### config.mk
export PLATFORM = sky130hd
export DESIGN_NAME = pu_msp430_mpy_sequencer
export DESIGN_NICKNAME = d
export VERILOG_FILES = /design/src/rtl/pu_msp430_mpy_pkg.sv /design/src/rtl/pu_msp430_mpy_sequencer.sv
export SDC_FILE = /design/constraint.sdc
export NUM_CORES = 1
export LEC_CHECK = 0
export CORE_UTILIZATION = 25
export CTS_BUF_LIST = sky130_fd_sc_hd__clkbuf_16
export DETAILED_ROUTE_END_ITERATION = 16
export GPL_ROUTABILITY_DRIVEN = 0
export PLACE_DENSITY = 0.57
export SLEW_MARGIN = 15
export SYNTH_ARGS = -nofsm -noshare
export SYNTH_HDL_FRONTEND = slang
export SYNTH_SLANG_ARGS = --single-unit
### constraint.sdc
create_clock -name mclk -period 4.5 [get_ports mclk]
set_clock_uncertainty 0.15 [all_clocks]
set_input_delay 0.675 -clock mclk [delete_from_list [all_inputs] [get_ports mclk]]
set_output_delay 0.675 -clock mclk [all_outputs]
set_load 0.05 [all_outputs]
### src/rtl/pu_msp430_mpy_pkg.sv
// Shared multiplier definitions: operating modes, register word offsets
// and the sequencer state encoding.
package pu_msp430_mpy_pkg;

    typedef enum logic [1:0] {
        MODE_MPY  = 2'd0,
        MODE_MPYS = 2'd1,
        MODE_MAC  = 2'd2,
        MODE_MACS = 2'd3
    } mpy_mode_t;

    localparam logic [2:0] OFS_OP1_MPY  = 3'd0;
    localparam logic [2:0] OFS_OP1_MPYS = 3'd1;
    localparam logic [2:0] OFS_OP1_MAC  = 3'd2;
    localparam logic [2:0] OFS_OP1_MACS = 3'd3;
    localparam logic [2:0] OFS_OP2      = 3'd4;
    localparam logic [2:0] OFS_RESLO    = 3'd5;
    localparam logic [2:0] OFS_RESHI    = 3'd6;
    localparam logic [2:0] OFS_SUMEXT   = 3'd7;

    typedef enum logic [3:0] {
        S_IDLE   = 4'd0,
        S_CLR_LO = 4'd1,
        S_CLR_HI = 4'd2,
        S_WR_OP1 = 4'd3,
        S_WR_OP2 = 4'd4,
        S_WAIT   = 4'd5,
        S_RD_LO  = 4'd6,
        S_RD_HI  = 4'd7,
        S_RD_EXT = 4'd8,
        S_RESP   = 4'd9
    } seq_state_t;

    function automatic logic [13:0] reg_word(input logic [13:0] base,
                                             input logic [2:0]  ofs);
        return base + {11'd0, ofs};
    endfunction

    function automatic logic [2:0] op1_ofs(input logic [1:0] mode);
        return {1'b0, mode};
    endfunction

endpackage

### src/rtl/pu_msp430_mpy_sequencer.sv
// Peripheral-bus master that drives one multiply / MAC step through the
// hardware multiplier and returns {RESHI,RESLO} plus SUMEXT.
module pu_msp430_mpy_sequencer
    import pu_msp430_mpy_pkg::*;
#(
    parameter logic [14:0] BASE_ADDR = 15'h0130,
    parameter int unsigned WAIT_CYC  = 1
) (
    input  logic        mclk,
    input  logic        puc_rst_n,
    input  logic        cmd_valid,
    output logic        cmd_ready,
    input  logic [1:0]  cmd_mode,
    input  logic [15:0] cmd_op1,
    input  logic [15:0] cmd_op2,
    input  logic        cmd_first,
    input  logic        cmd_last,
    output logic        rsp_valid,
    input  logic        rsp_ready,
    output logic [31:0] rsp_result,
    output logic [15:0] rsp_sumext,
    output logic [13:0] mst_addr,
    output logic [15:0] mst_din,
    output logic        mst_en,
    output logic [1:0]  mst_we,
    input  logic [15:0] mst_dout,
    output logic        busy
);

    localparam logic [13:0] BASE_WORD = BASE_ADDR[14:1];
    localparam int unsigned CNT_W = (WAIT_CYC > 1) ? $clog2(WAIT_CYC) : 1;
    localparam int unsigned CNT_LD = (WAIT_CYC > 0) ? WAIT_CYC - 1 : 0;
    localparam logic [CNT_W-1:0] CNT_LOAD = CNT_W'(CNT_LD);

    seq_state_t       state;
    mpy_mode_t        mode_q;
    logic [15:0]      op1_q;
    logic [15:0]      op2_q;
    logic             last_q;
    logic [CNT_W-1:0] wait_cnt;

    assign busy = (state != S_IDLE);

    always_ff @(posedge mclk or negedge puc_rst_n) begin
        if (!puc_rst_n) begin
            state      <= S_IDLE;
            mode_q     <= MODE_MPY;
            op1_q      <= '0;
            op2_q      <= '0;
            last_q     <= 1'b0;
            wait_cnt   <= '0;
            cmd_ready  <= 1'b1;
            rsp_valid  <= 1'b0;
            rsp_result <= '0;
            rsp_sumext <= '0;
            mst_addr   <= '0;
            mst_din    <= '0;
            mst_en     <= 1'b0;
            mst_we     <= 2'b00;
        end else begin
            mst_en <= 1'b0;
            mst_we <= 2'b00;
            unique case (state)
                S_IDLE: begin
                    if (cmd_valid) begin
                        mode_q    <= mpy_mode_t'(cmd_mode);
                        op1_q     <= cmd_op1;
                        op2_q     <= cmd_op2;
                        last_q    <= cmd_last;
                        cmd_ready <= 1'b0;
                        mst_en    <= 1'b1;
                        mst_we    <= 2'b11;
                        // Only a MAC chain head clears the accumulator
                        if (cmd_mode[1] && cmd_first) begin
                            state    <= S_CLR_LO;
                            mst_addr <= reg_word(BASE_WORD, OFS_RESLO);
                            mst_din  <= '0;
                        end else begin
                            state    <= S_WR_OP1;
                            mst_addr <= reg_word(BASE_WORD, op1_ofs(cmd_mode));
                            mst_din  <= cmd_op1;
                        end
                    end
                end
                S_CLR_LO: begin
                    state    <= S_CLR_HI;
                    mst_en   <= 1'b1;
                    mst_we   <= 2'b11;
                    mst_addr <= reg_word(BASE_WORD, OFS_RESHI);
                    mst_din  <= '0;
                end
                S_CLR_HI: begin
                    state    <= S_WR_OP1;
                    mst_en   <= 1'b1;
                    mst_we   <= 2'b11;
                    mst_addr <= reg_word(BASE_WORD, op1_ofs(mode_q));
                    mst_din  <= op1_q;
                end
                S_WR_OP1: begin
                    state    <= S_WR_OP2;
                    mst_en   <= 1'b1;
                    mst_we   <= 2'b11;
                    mst_addr <= reg_word(BASE_WORD, OFS_OP2);
                    mst_din  <= op2_q;
                end
                S_WR_OP2: begin
                    state    <= S_WAIT;
                    wait_cnt <= CNT_LOAD;
                end
                S_WAIT: begin
                    if (wait_cnt == '0) begin
                        if (!mode_q[1] || last_q) begin
                            state    <= S_RD_LO;
                            mst_en   <= 1'b1;
                            mst_addr <= reg_word(BASE_WORD, OFS_RESLO);
                        end else begin
                            state     <= S_IDLE;
                            cmd_ready <= 1'b1;
                        end
                    end else begin
                        wait_cnt <= wait_cnt - 1'b1;
                    end
                end
                S_RD_LO: begin
                    rsp_result[15:0] <= mst_dout;
                    state            <= S_RD_HI;
                    mst_en           <= 1'b1;
                    mst_addr         <= reg_word(BASE_WORD, OFS_RESHI);
                end
                S_RD_HI: begin
                    rsp_result[31:16] <= mst_dout;
                    state             <= S_RD_EXT;
                    mst_en            <= 1'b1;
                    mst_addr          <= reg_word(BASE_WORD, OFS_SUMEXT);
                end
                S_RD_EXT: begin
                    rsp_sumext <= mst_dout;
                    rsp_valid  <= 1'b1;
                    state      <= S_RESP;
                end
                S_RESP: begin
                    if (rsp_ready) begin
                        rsp_valid <= 1'b0;
                        cmd_ready <= 1'b1;
                        state     <= S_IDLE;
                    end
                end
                default: begin
                    state     <= S_IDLE;
                    cmd_ready <= 1'b1;
                    rsp_valid <= 1'b0;
                end
            endcase
        end
    end

endmodule
==> results of run 1 <==
cell families after synthesis:
group / share of synthesized area, %
compound gates: 12.4
mux: 20.2
simple gates: 5.73
flops: 56.6
other cells: 0.0764
buf+inv: 5.10
layout make-up:
| type | count | area, µm² | share of cell area [%] |
|---|---|---|---|
| Sequential cell | 111 | 2780 | 41.6 |
| Tap cell | 260 | 325 | 4.87 |
| Multi-Input combinational cell | 230 | 1910 | 28.5 |
| Clock buffer | 9 | 225 | 3.37 |
| Timing Repair Buffer | 138 | 1360 | 20.4 |
| Clock inverter | 7 | 63.8 | 0.955 |
| Inverter | 6 | 22.5 | 0.337 |
registers in the layout, summed over array words and instances, names as in the netlist:
name,cells
rsp_result,32
mst_din,16
op1_q,16
op2_q,16
rsp_sumext,16
mst_addr,4
state,4
mode_q,2
cmd_ready,1
last_q,1
mst_en,1
mst_we,1
rsp_valid,1
metal layers:
layer	GRT usage [%]	vias up	routed length [µm]
met4	5.60	2	225
met3	4.07	21	883
li1	-	1573	-
met2	21.2	120	5870
met5	0	-	11
met1	15.6	1732	5250
power by group:
part	internal [W]	switching, W	leakage (nW)
logic	0.00130	0.00208	1.35
clock network	0.000428	0.000358	0.146
registers	0.00151	0.000308	1.32
total	0.00324	0.00275	2.81
per-stage QoR:
step	instances	hold WS (ps)	util [%]
floorplan	383	229	-
global placement	745	312	33.7
detailed placement	745	320	33.7
CTS	761	172	35.3
global route	761	193	35.3
finish	761	161	35.3
final timing paths:
check,to,slack (ps),cells past startpoint
max in group asynchronous,rsp_result[13],3070,2
worst max register to register,mst_addr[0],1970,5
worst min register to register,mst_din[1],330,1
worst min-delay path,mst_din[11],160,1
worst max-delay path,busy,1630,3
min in group mclk,mst_din[1],330,1
cells in the final DEF (no fill, tap or decap), types with 2 or more instances in the layout:
cell / count
clkdlybuf4s50_1: 130
dfrtp_1: 110
mux2_1: 49
mux2_2: 34
a21oi_1: 23
nand2_1: 22
o2bb2ai_1: 16
a211oi_1: 16
a21o_1: 16
clkbuf_16: 9
conb_1: 8
buf_4: 8
inv_1: 7
nor2b_1: 6
nor3_1: 4
o21ai_0: 4
nand2b_1: 3
mux2_4: 3
nor2_1: 2
nand3_1: 2
o22ai_1: 2
clkinv_1: 2
worst max-delay path, stage by stage (launching register included):
cell             delay (ps)
dfrtp_1                 670
nor2_2                   90
nand2_1                 110
clkdlybuf4s50_1         820
==> results.py, run 1 <==
metrics = {
    "status": {
        "status": "finished, final reports clean",
    },
    "floorplanning": {
        "initial_core_util_pct": 25.9,
        "io_pins": 140,
        "fp.dieW_um": 142,
        "coreArea_um2": 19000,
        "die_h_um": 142,
        "row_count": 50,
        "dieArea_um2": 20200,
    },
    "synthesis": {
        "syn_area_per_cell_um2": 13.1,
        "synth.area.top_cells": "dfrtp_1 (56%), mux2_1 (11%), mux2_2 (7.8%), o2bb2ai_1 (2.9%), a211oi_1 (2.4%)",
        "synth_edf_count": 0,
        "syn_area_um2": 4910,
        "synth_cells": 376,
        "synthFlopType": "dfrtp_1",
        "yosysTopAreaCell": "dfrtp_1",
        "seq_area_frac_synth_pct": 56.6,
        "ys_warn_count": 0,
        "yosysMostFrequentCell": "dfrtp_1",
        "yosysTopAreaCellShare_pct": 56.1,
        "synth_commonest_cells": "dfrtp_1 (110), mux2_1 (49), mux2_2 (34)",
        "synthArstFlopShare_pct": 100,
        "ys_types": 44,
        "ys_seq_elements": 111,
    },
    "timing": {
        "min_period_ps": 2870,
        "fin_setup_tns_ps": 0,
        "timing.fmax_ghz": 0.349,
        "rsz0062_at_grt": "no",
        "layout_setup_ws_ps": 1630,
        "relSlewSlack_pct": 36.7,
        "drv_slew": 0,
        "hold_violations": 0,
        "fin_crit_sh_pct": 63.7,
        "worstMarginPinSlew_ps": 950,
        "finalSetupViolations": 0,
    },
    "power_and_ir_drop": {
        "vdd_ir_drop_max_v": 0.000457,
        "cellPowerDensity_nw_per_um2": 896,
        "total_power_w": 0.00599,
        "p_leak_nw": 2.81,
    },
    "global_routing": {
        "grt_start_max_net_pins": 44,
        "track_usage_pct": 12.9,
        "grt_pass1_wl_um": 19800,
        "grt_overflow": 0,
        "antenna_found_initial": 1,
        "grt_pass1_vias": 3676,
    },
    "route": {
        "drt_first_iter_violations": 72,
        "first_pass_iters": 4,
        "ant_nets": 0,
        "vias": 3448,
        "wl_per_cell_um": 16.1,
        "viasPerCell": 4.53,
        "wl_um": 12200,
        "drc": 0,
    },
    "critical_path": {
        "critPathKind": "reg2out",
        "worstPathMaxFanout": 16,
        "critPathCaptureType": "output pin",
        "crit_path_start_kind": "flip-flop",
        "cp_data_required_time_ps": 3670,
        "crit_start": "state[3]",
        "cp_data_arrival_time_ps": 2040,
        "r2r-start": "state[3]",
    },
    "clock_tree": {
        "cts_setup_buffers": 0,
        "ctsResizeCount": 0,
        "ctsHoldBuffers": 0,
        "clkTransAtPathRegs_ps": 80,
        "clk_latency_ps": 350,
        "cts_buffer_depth": 2,
        "htree_levels": 3,
        "cts.sinks": 111,
        "numCtsBuffers": 9,
        "clockRootBuffer": "clkbuf_16",
        "cts_tree": "yes",
    },
    "placement": {
        "post-dp-hpwl_um": 8490,
        "pre_cts_slack_ps": 1700,
        "io_buffers": 131,
        "placed_area_um2": 6400,
    },
    "cells_and_area": {
        "antennaDiodeCount": 0,
        "fillers": 1901,
        "final_area_um2": 6690,
        "nets": 552,
        "synthToLayoutAreaGrowth_pct": 36.1,
        "drive_gt1_share_pct": 13.6,
    },
    "hold_path": {
        "hp-class": "in2async",
    },
    "flow_run": {
        "maxCapViolCount": 0,
    },
}
Power figures use the tool's default switching activity.
==> run 2: changes to the inputs <==
Settings changed: PLACE_DENSITY 0.57 to 0.59.
Clock period 4.5 ns to 2.31 ns, I/O delays scaled along.
==> run 2 against run 1 <==
  * Power increased by 95%
  * Routed wire length shrank 1.4%
  * Count of clock-buffer cells in the layout unchanged
  * Sequential power grew 94%
  * Via count fell by 0.90%
  * Cell count increased by 0.92%
  * Global-route usage fell by 0.37 points
  * Sequential cell count unchanged
  * Combinational power grew 99%
  * Highest routed layer is now met4
==> results.py, run 2 (same netlist as run 1, synthesis figures left out) <==
metrics = {
    "power_and_ir_drop": {
        "total_power_w": 0.0117,
        "switchingPower_w": 0.00538,
        "clkPwrFrac_pct": 12.2,
        "vdd_ir_drop_max_v": 0.000873,
        "cellPowerDensity_nw_per_um2": 1730,
        "p_leak_nw": 2.85,
        "switching_share_pct": 46.0,
        "p_comb_share_pct": 57.6,
        "p_seq_share_pct": 30.2,
        "internal_power_w": 0.00631,
    },
    "floorplanning": {
        "die_h_um": 142,
        "dieArea_um2": 20200,
        "initial_core_util_pct": 25.9,
        "coreArea_um2": 19000,
        "io_pins": 140,
        "row_count": 50,
        "fp.dieW_um": 142,
    },
    "cells_and_area": {
        "fillers": 1875,
        "drive_gt1_share_pct": 14.8,
        "synthToLayoutAreaGrowth_pct": 37.6,
        "nets": 559,
        "final_area_um2": 6760,
        "antennaDiodeCount": 0,
        "stdcell_count": 768,
        "register_area_um2": 2780,
        "final_common_cell": "clkdlybuf4s50_1",
        "top_register": "rsp_result",
        "layout_common_cells": "clkdlybuf4s50_1 (129), dfrtp_1 (109), mux2_1 (49), mux2_2 (34), a21oi_1 (23)",
        "multi_input_area_um2": 1910,
        "largest_register_ff_count": 32,
    },
    "global_routing": {
        "track_usage_pct": 12.6,
        "globalRouteMet3Util_pct": 4.88,
        "grt-busiest-layer": "met2",
        "grt_pass1_wl_um": 19300,
        "grt_pass1_vias": 3591,
        "grt_start_max_net_pins": 112,
        "antenna_found_initial": 0,
        "grt_overflow": 0,
        "grt_util_met1_pct": 15.6,
        "met2_usage_pct": 19.9,
    },
    "clock_tree": {
        "clkTransAtPathRegs_ps": 70,
        "clk_latency_ps": 350,
        "cts_buffer_depth": 2,
        "cts_tree": "yes",
        "htree_levels": 3,
        "numCtsBuffers": 9,
        "cts.sinks": 111,
        "cts_setup_buffers": 0,
        "clockRootBuffer": "clkbuf_16",
    },
    "timing": {
        "min_period_ps": 2190,
        "finalSetupViolations": 0,
        "rsz0062_at_grt": "no",
        "timing.fmax_ghz": 0.457,
        "fin_crit_sh_pct": 94.8,
        "hold_violations": 0,
        "relSlewSlack_pct": 59.3,
        "fin_setup_tns_ps": 0,
        "drv_slew": 0,
        "worstMarginPinSlew_ps": 610,
    },
    "route": {
        "wl_um": 12100,
        "first_pass_iters": 4,
        "drt_first_iter_violations": 92,
        "drc": 0,
        "vias": 3417,
        "ant_nets": 0,
        "wl_per_cell_um": 15.7,
        "viasPerCell": 4.45,
    },
    "critical_path": {
        "worstPathMaxFanout": 18,
        "cp_data_required_time_ps": 1810,
        "cp_data_arrival_time_ps": 1690,
        "crit_path_start_kind": "flip-flop",
        "critPathCaptureType": "output pin",
        "critPathKind": "reg2out",
    },
    "placement": {
        "place_inst": 751,
        "post-dp-hpwl_um": 8150,
        "io_buffers": 131,
        "placed_area_um2": 6480,
    },
    "flow_run": {
        "maxCapViolCount": 0,
    },
    "status": {
        "status": "finished, final reports clean",
    },
    "hold_path": {
        "hp-class": "reg2reg",
    },
}
[run 2: final timing paths]
| path | cells past startpoint | slack (ps) | start | to |
|---|---|---|---|---|
| max | 4 | 120 | state[3] | busy |
| min | 1 | 330 | mst_din[9] | mst_din[9] |
| max reg2reg | 5 | 360 | state[0] | mst_addr[2] |
| min reg2reg | 1 | 330 | mst_din[9] | mst_din[9] |
| max in group asynchronous | 3 | 1070 | puc_rst_n | state[2] |
| min in group asynchronous | 3 | 470 | puc_rst_n | mst_din[11] |
[run 2: repair_timing]
action	CTS	global route
resized for setup	1	1
gates cloned	0	0
endpoints found under the hold margin	110	0
hold buffers	1	0
setup endpoints to repair	1	1
[run 2: critical path: stages, from the launching register on]
cell	delay [ps]
dfrtp_1	500
nor2_4	250
buf_4	290
nand2_1	110
buf_4	200
[run 2: power groups by stage]
stage | logic (W) | clock network, W | registers, W
after floorplan | 0.00259 | 0 | 0.00559
after global placement | 0.00668 | 0 | 0.00353
after detailed placement | 0.00679 | 0 | 0.00356
after CTS | 0.00682 | 0.00150 | 0.00354
after global routing | 0.00716 | 0.00156 | 0.00366
final | 0.00673 | 0.00143 | 0.00353
[run 2: through the flow]
| stage | setup WS (ps) | util [%] | hold slack (ps) |
|---|---|---|---|
| 5_1_grt | 38.6 | 35.7 | 342 |
| 2_1_floorplan | 438 | - | -99.1 |
| 6_report | 120 | 35.7 | 327 |
| 4_1_cts | 66.7 | 35.7 | 335 |
| 3_3_place_gp | 353 | 34.2 | 309 |
| 3_5_place_dp | 294 | 34.2 | 318 |
[run 2: routing by layer]
metal  up-vias  part of all wire (%)  routed length (µm)
met2       125                    46                5610
met1      1696                    44                5330
met4         0                   1.3                 163
met3        11                   8.1                 975
li1       1585                     -                   -
met5         -                     0                   0
[run 2: area by class of cell]
cell class | count | share of cell area, %
clock buffer | 9 | 3.33
multi-input combinational | 230 | 28.3
timing repair buffer | 145 | 21.5
inverter | 6 | 0.333
tap | 260 | 4.81
sequential | 111 | 41.1
clock inverter | 7 | 0.611
==> run 3: changes to the inputs <==
Settings changed: PLACE_DENSITY 0.59 to 0.56.
Clock period 2.31 ns to 2.7 ns, I/O delays scaled along.
==> run 3 against run 2 <==
  * Sequential power decreased by 14%
  * Combinational power decreased by 16%
  * Power decreased by 14%
  * Highest routed layer unchanged
  * Count of clock-buffer cells in the layout unchanged
  * Cell count decreased by 0.13%
  * Core utilization increased by 0.066 points
  * Critical path type unchanged
  * Hold slack got worse by 19 ps
  * Clock power decreased by 3%
==> results.py, run 3 (same netlist as run 1, synthesis figures left out) <==
metrics = {
    "critical_path": {
        "crit_path_start_kind": "flip-flop",
        "r2r-start": "state[0]",
        "critPathKind": "reg2out",
        "reg2reg_slack_ps": 550,
        "ff2ff_path_depth": 5,
        "cp_data_required_time_ps": 2140,
        "rr_endpoint": "mst_addr[1]",
        "cp_data_arrival_time_ps": 1800,
        "worstPathMaxFanout": 17,
        "critPathCaptureType": "output pin",
    },
    "floorplanning": {
        "initial_core_util_pct": 25.9,
        "dieArea_um2": 20200,
        "fp.dieW_um": 142,
        "row_count": 50,
        "die_h_um": 142,
        "io_pins": 140,
        "coreArea_um2": 19000,
    },
    "power_and_ir_drop": {
        "p_leak_nw": 2.86,
        "total_power_w": 0.0101,
        "cellPowerDensity_nw_per_um2": 1490,
        "vdd_ir_drop_max_v": 0.00104,
    },
    "timing": {
        "rsz0062_at_grt": "no",
        "timing.fmax_ghz": 0.425,
        "hold_violations": 0,
        "finalSetupViolations": 0,
        "fin_crit_sh_pct": 87.2,
        "fin_setup_tns_ps": 0,
        "worstMarginPinSlew_ps": 542,
        "min_period_ps": 2360,
        "drv_slew": 0,
        "relSlewSlack_pct": 63.7,
    },
    "global_routing": {
        "grt_start_max_net_pins": 64,
        "grt_overflow": 0,
        "grt_pass1_wl_um": 18800,
        "grt_pass1_vias": 3593,
        "track_usage_pct": 12.2,
        "antenna_found_initial": 0,
    },
    "cells_and_area": {
        "final_area_um2": 6770,
        "synthToLayoutAreaGrowth_pct": 37.9,
        "antennaDiodeCount": 0,
        "largest_register_ff_count": 32,
        "stdcell_count": 767,
        "nets": 558,
        "drive_gt1_share_pct": 15.0,
        "top_register": "rsp_result",
        "final_common_cell": "clkdlybuf4s50_1",
        "fillers": 1871,
        "layout_common_cells": "clkdlybuf4s50_1 (129), dfrtp_1 (110), mux2_1 (49), mux2_2 (34), a21oi_1 (23)",
    },
    "clock_tree": {
        "clk_latency_ps": 350,
        "cts_buffer_depth": 2,
        "clockRootBuffer": "clkbuf_16",
        "cts_tree": "yes",
        "cts.sinks": 111,
        "numCtsBuffers": 9,
        "clkTransAtPathRegs_ps": 80,
        "htree_levels": 3,
        "ctsResizeCount": 0,
    },
    "route": {
        "wl_per_cell_um": 15.3,
        "wl_um": 11700,
        "viasPerCell": 4.38,
        "vias": 3363,
        "first_pass_iters": 4,
        "drc": 0,
        "ant_nets": 0,
        "drt_first_iter_violations": 62,
    },
    "placement": {
        "io_buffers": 131,
        "post-dp-hpwl_um": 8140,
        "place_inst": 750,
        "placed_area_um2": 6460,
    },
    "flow_run": {
        "maxCapViolCount": 0,
    },
    "hold_path": {
        "hp-class": "in2async",
    },
    "status": {
        "status": "finished, final reports clean",
    },
}
[run 3: repair_timing]
action	4_1_cts	5_1_grt
hold endpoints to repair	17	0
hold buffers	1	0
setup buffers	0	0
[run 3: routing by layer]
layer  part of all wire [%]  wire (µm)  vias to the layer above  global-route usage (%)
li1                       -          -                     1573                       -
met3                    8.4        979                       15                    4.58
met1                     44       5160                     1648                    14.9
met4                    1.7        204                        0                    4.70
met2                     46       5370                      127                    19.6
met5                      0          0                        -                       0
[run 3: metrics by stage]
stage / setup slack, ps / hold WS (ps) / utilization, %
2_1_floorplan: 770 / -40.6 / -
3_3_place_gp: 630 / 147 / 34.1
3_5_place_dp: 595 / 150 / 34.1
4_1_cts: 323 / 303 / 35.7
5_1_grt: 243 / 316 / 35.7
6_report: 344 / 308 / 35.7
[run 3: power by group]
group / internal, W / leakage (nW) / switching [W] / total (W)
combinational: 0.00220 / 1.38 / 0.00345 / 0.00565
clock: 0.000734 / 0.150 / 0.000649 / 0.00138
sequential: 0.00252 / 1.32 / 0.000507 / 0.00303
total: 0.00546 / 2.86 / 0.00460 / 0.0101
[run 3: worst max path at each step]
stage | startpoint | to | depth (start not counted)
3_5_place_dp | state[0] | mst_addr[1] | 5
2_1_floorplan | state[3] | busy | 4
3_3_place_gp | state[0] | mst_addr[1] | 5
6_report | state[2] | busy | 4
4_1_cts | state[2] | busy | 4
5_1_grt | state[2] | busy | 4
[run 3: cell type report]
type / instances / area (µm²) / share of cell area [%]
Multi-Input combinational cell: 230 / 1910 / 28.2
Tap cell: 260 / 325 / 4.80
Inverter: 6 / 22.5 / 0.333
Sequential cell: 111 / 2780 / 41.0
Timing Repair Buffer: 144 / 1430 / 21.1
Clock inverter: 7 / 80.1 / 1.18
Clock buffer: 9 / 225 / 3.33
[run 3: worst max-delay path, stage by stage (launching register included)]
cell and delay (ps):
dfrtp_1 530, nor2_2 330, buf_4 310, nand2_1 80, buf_4 200
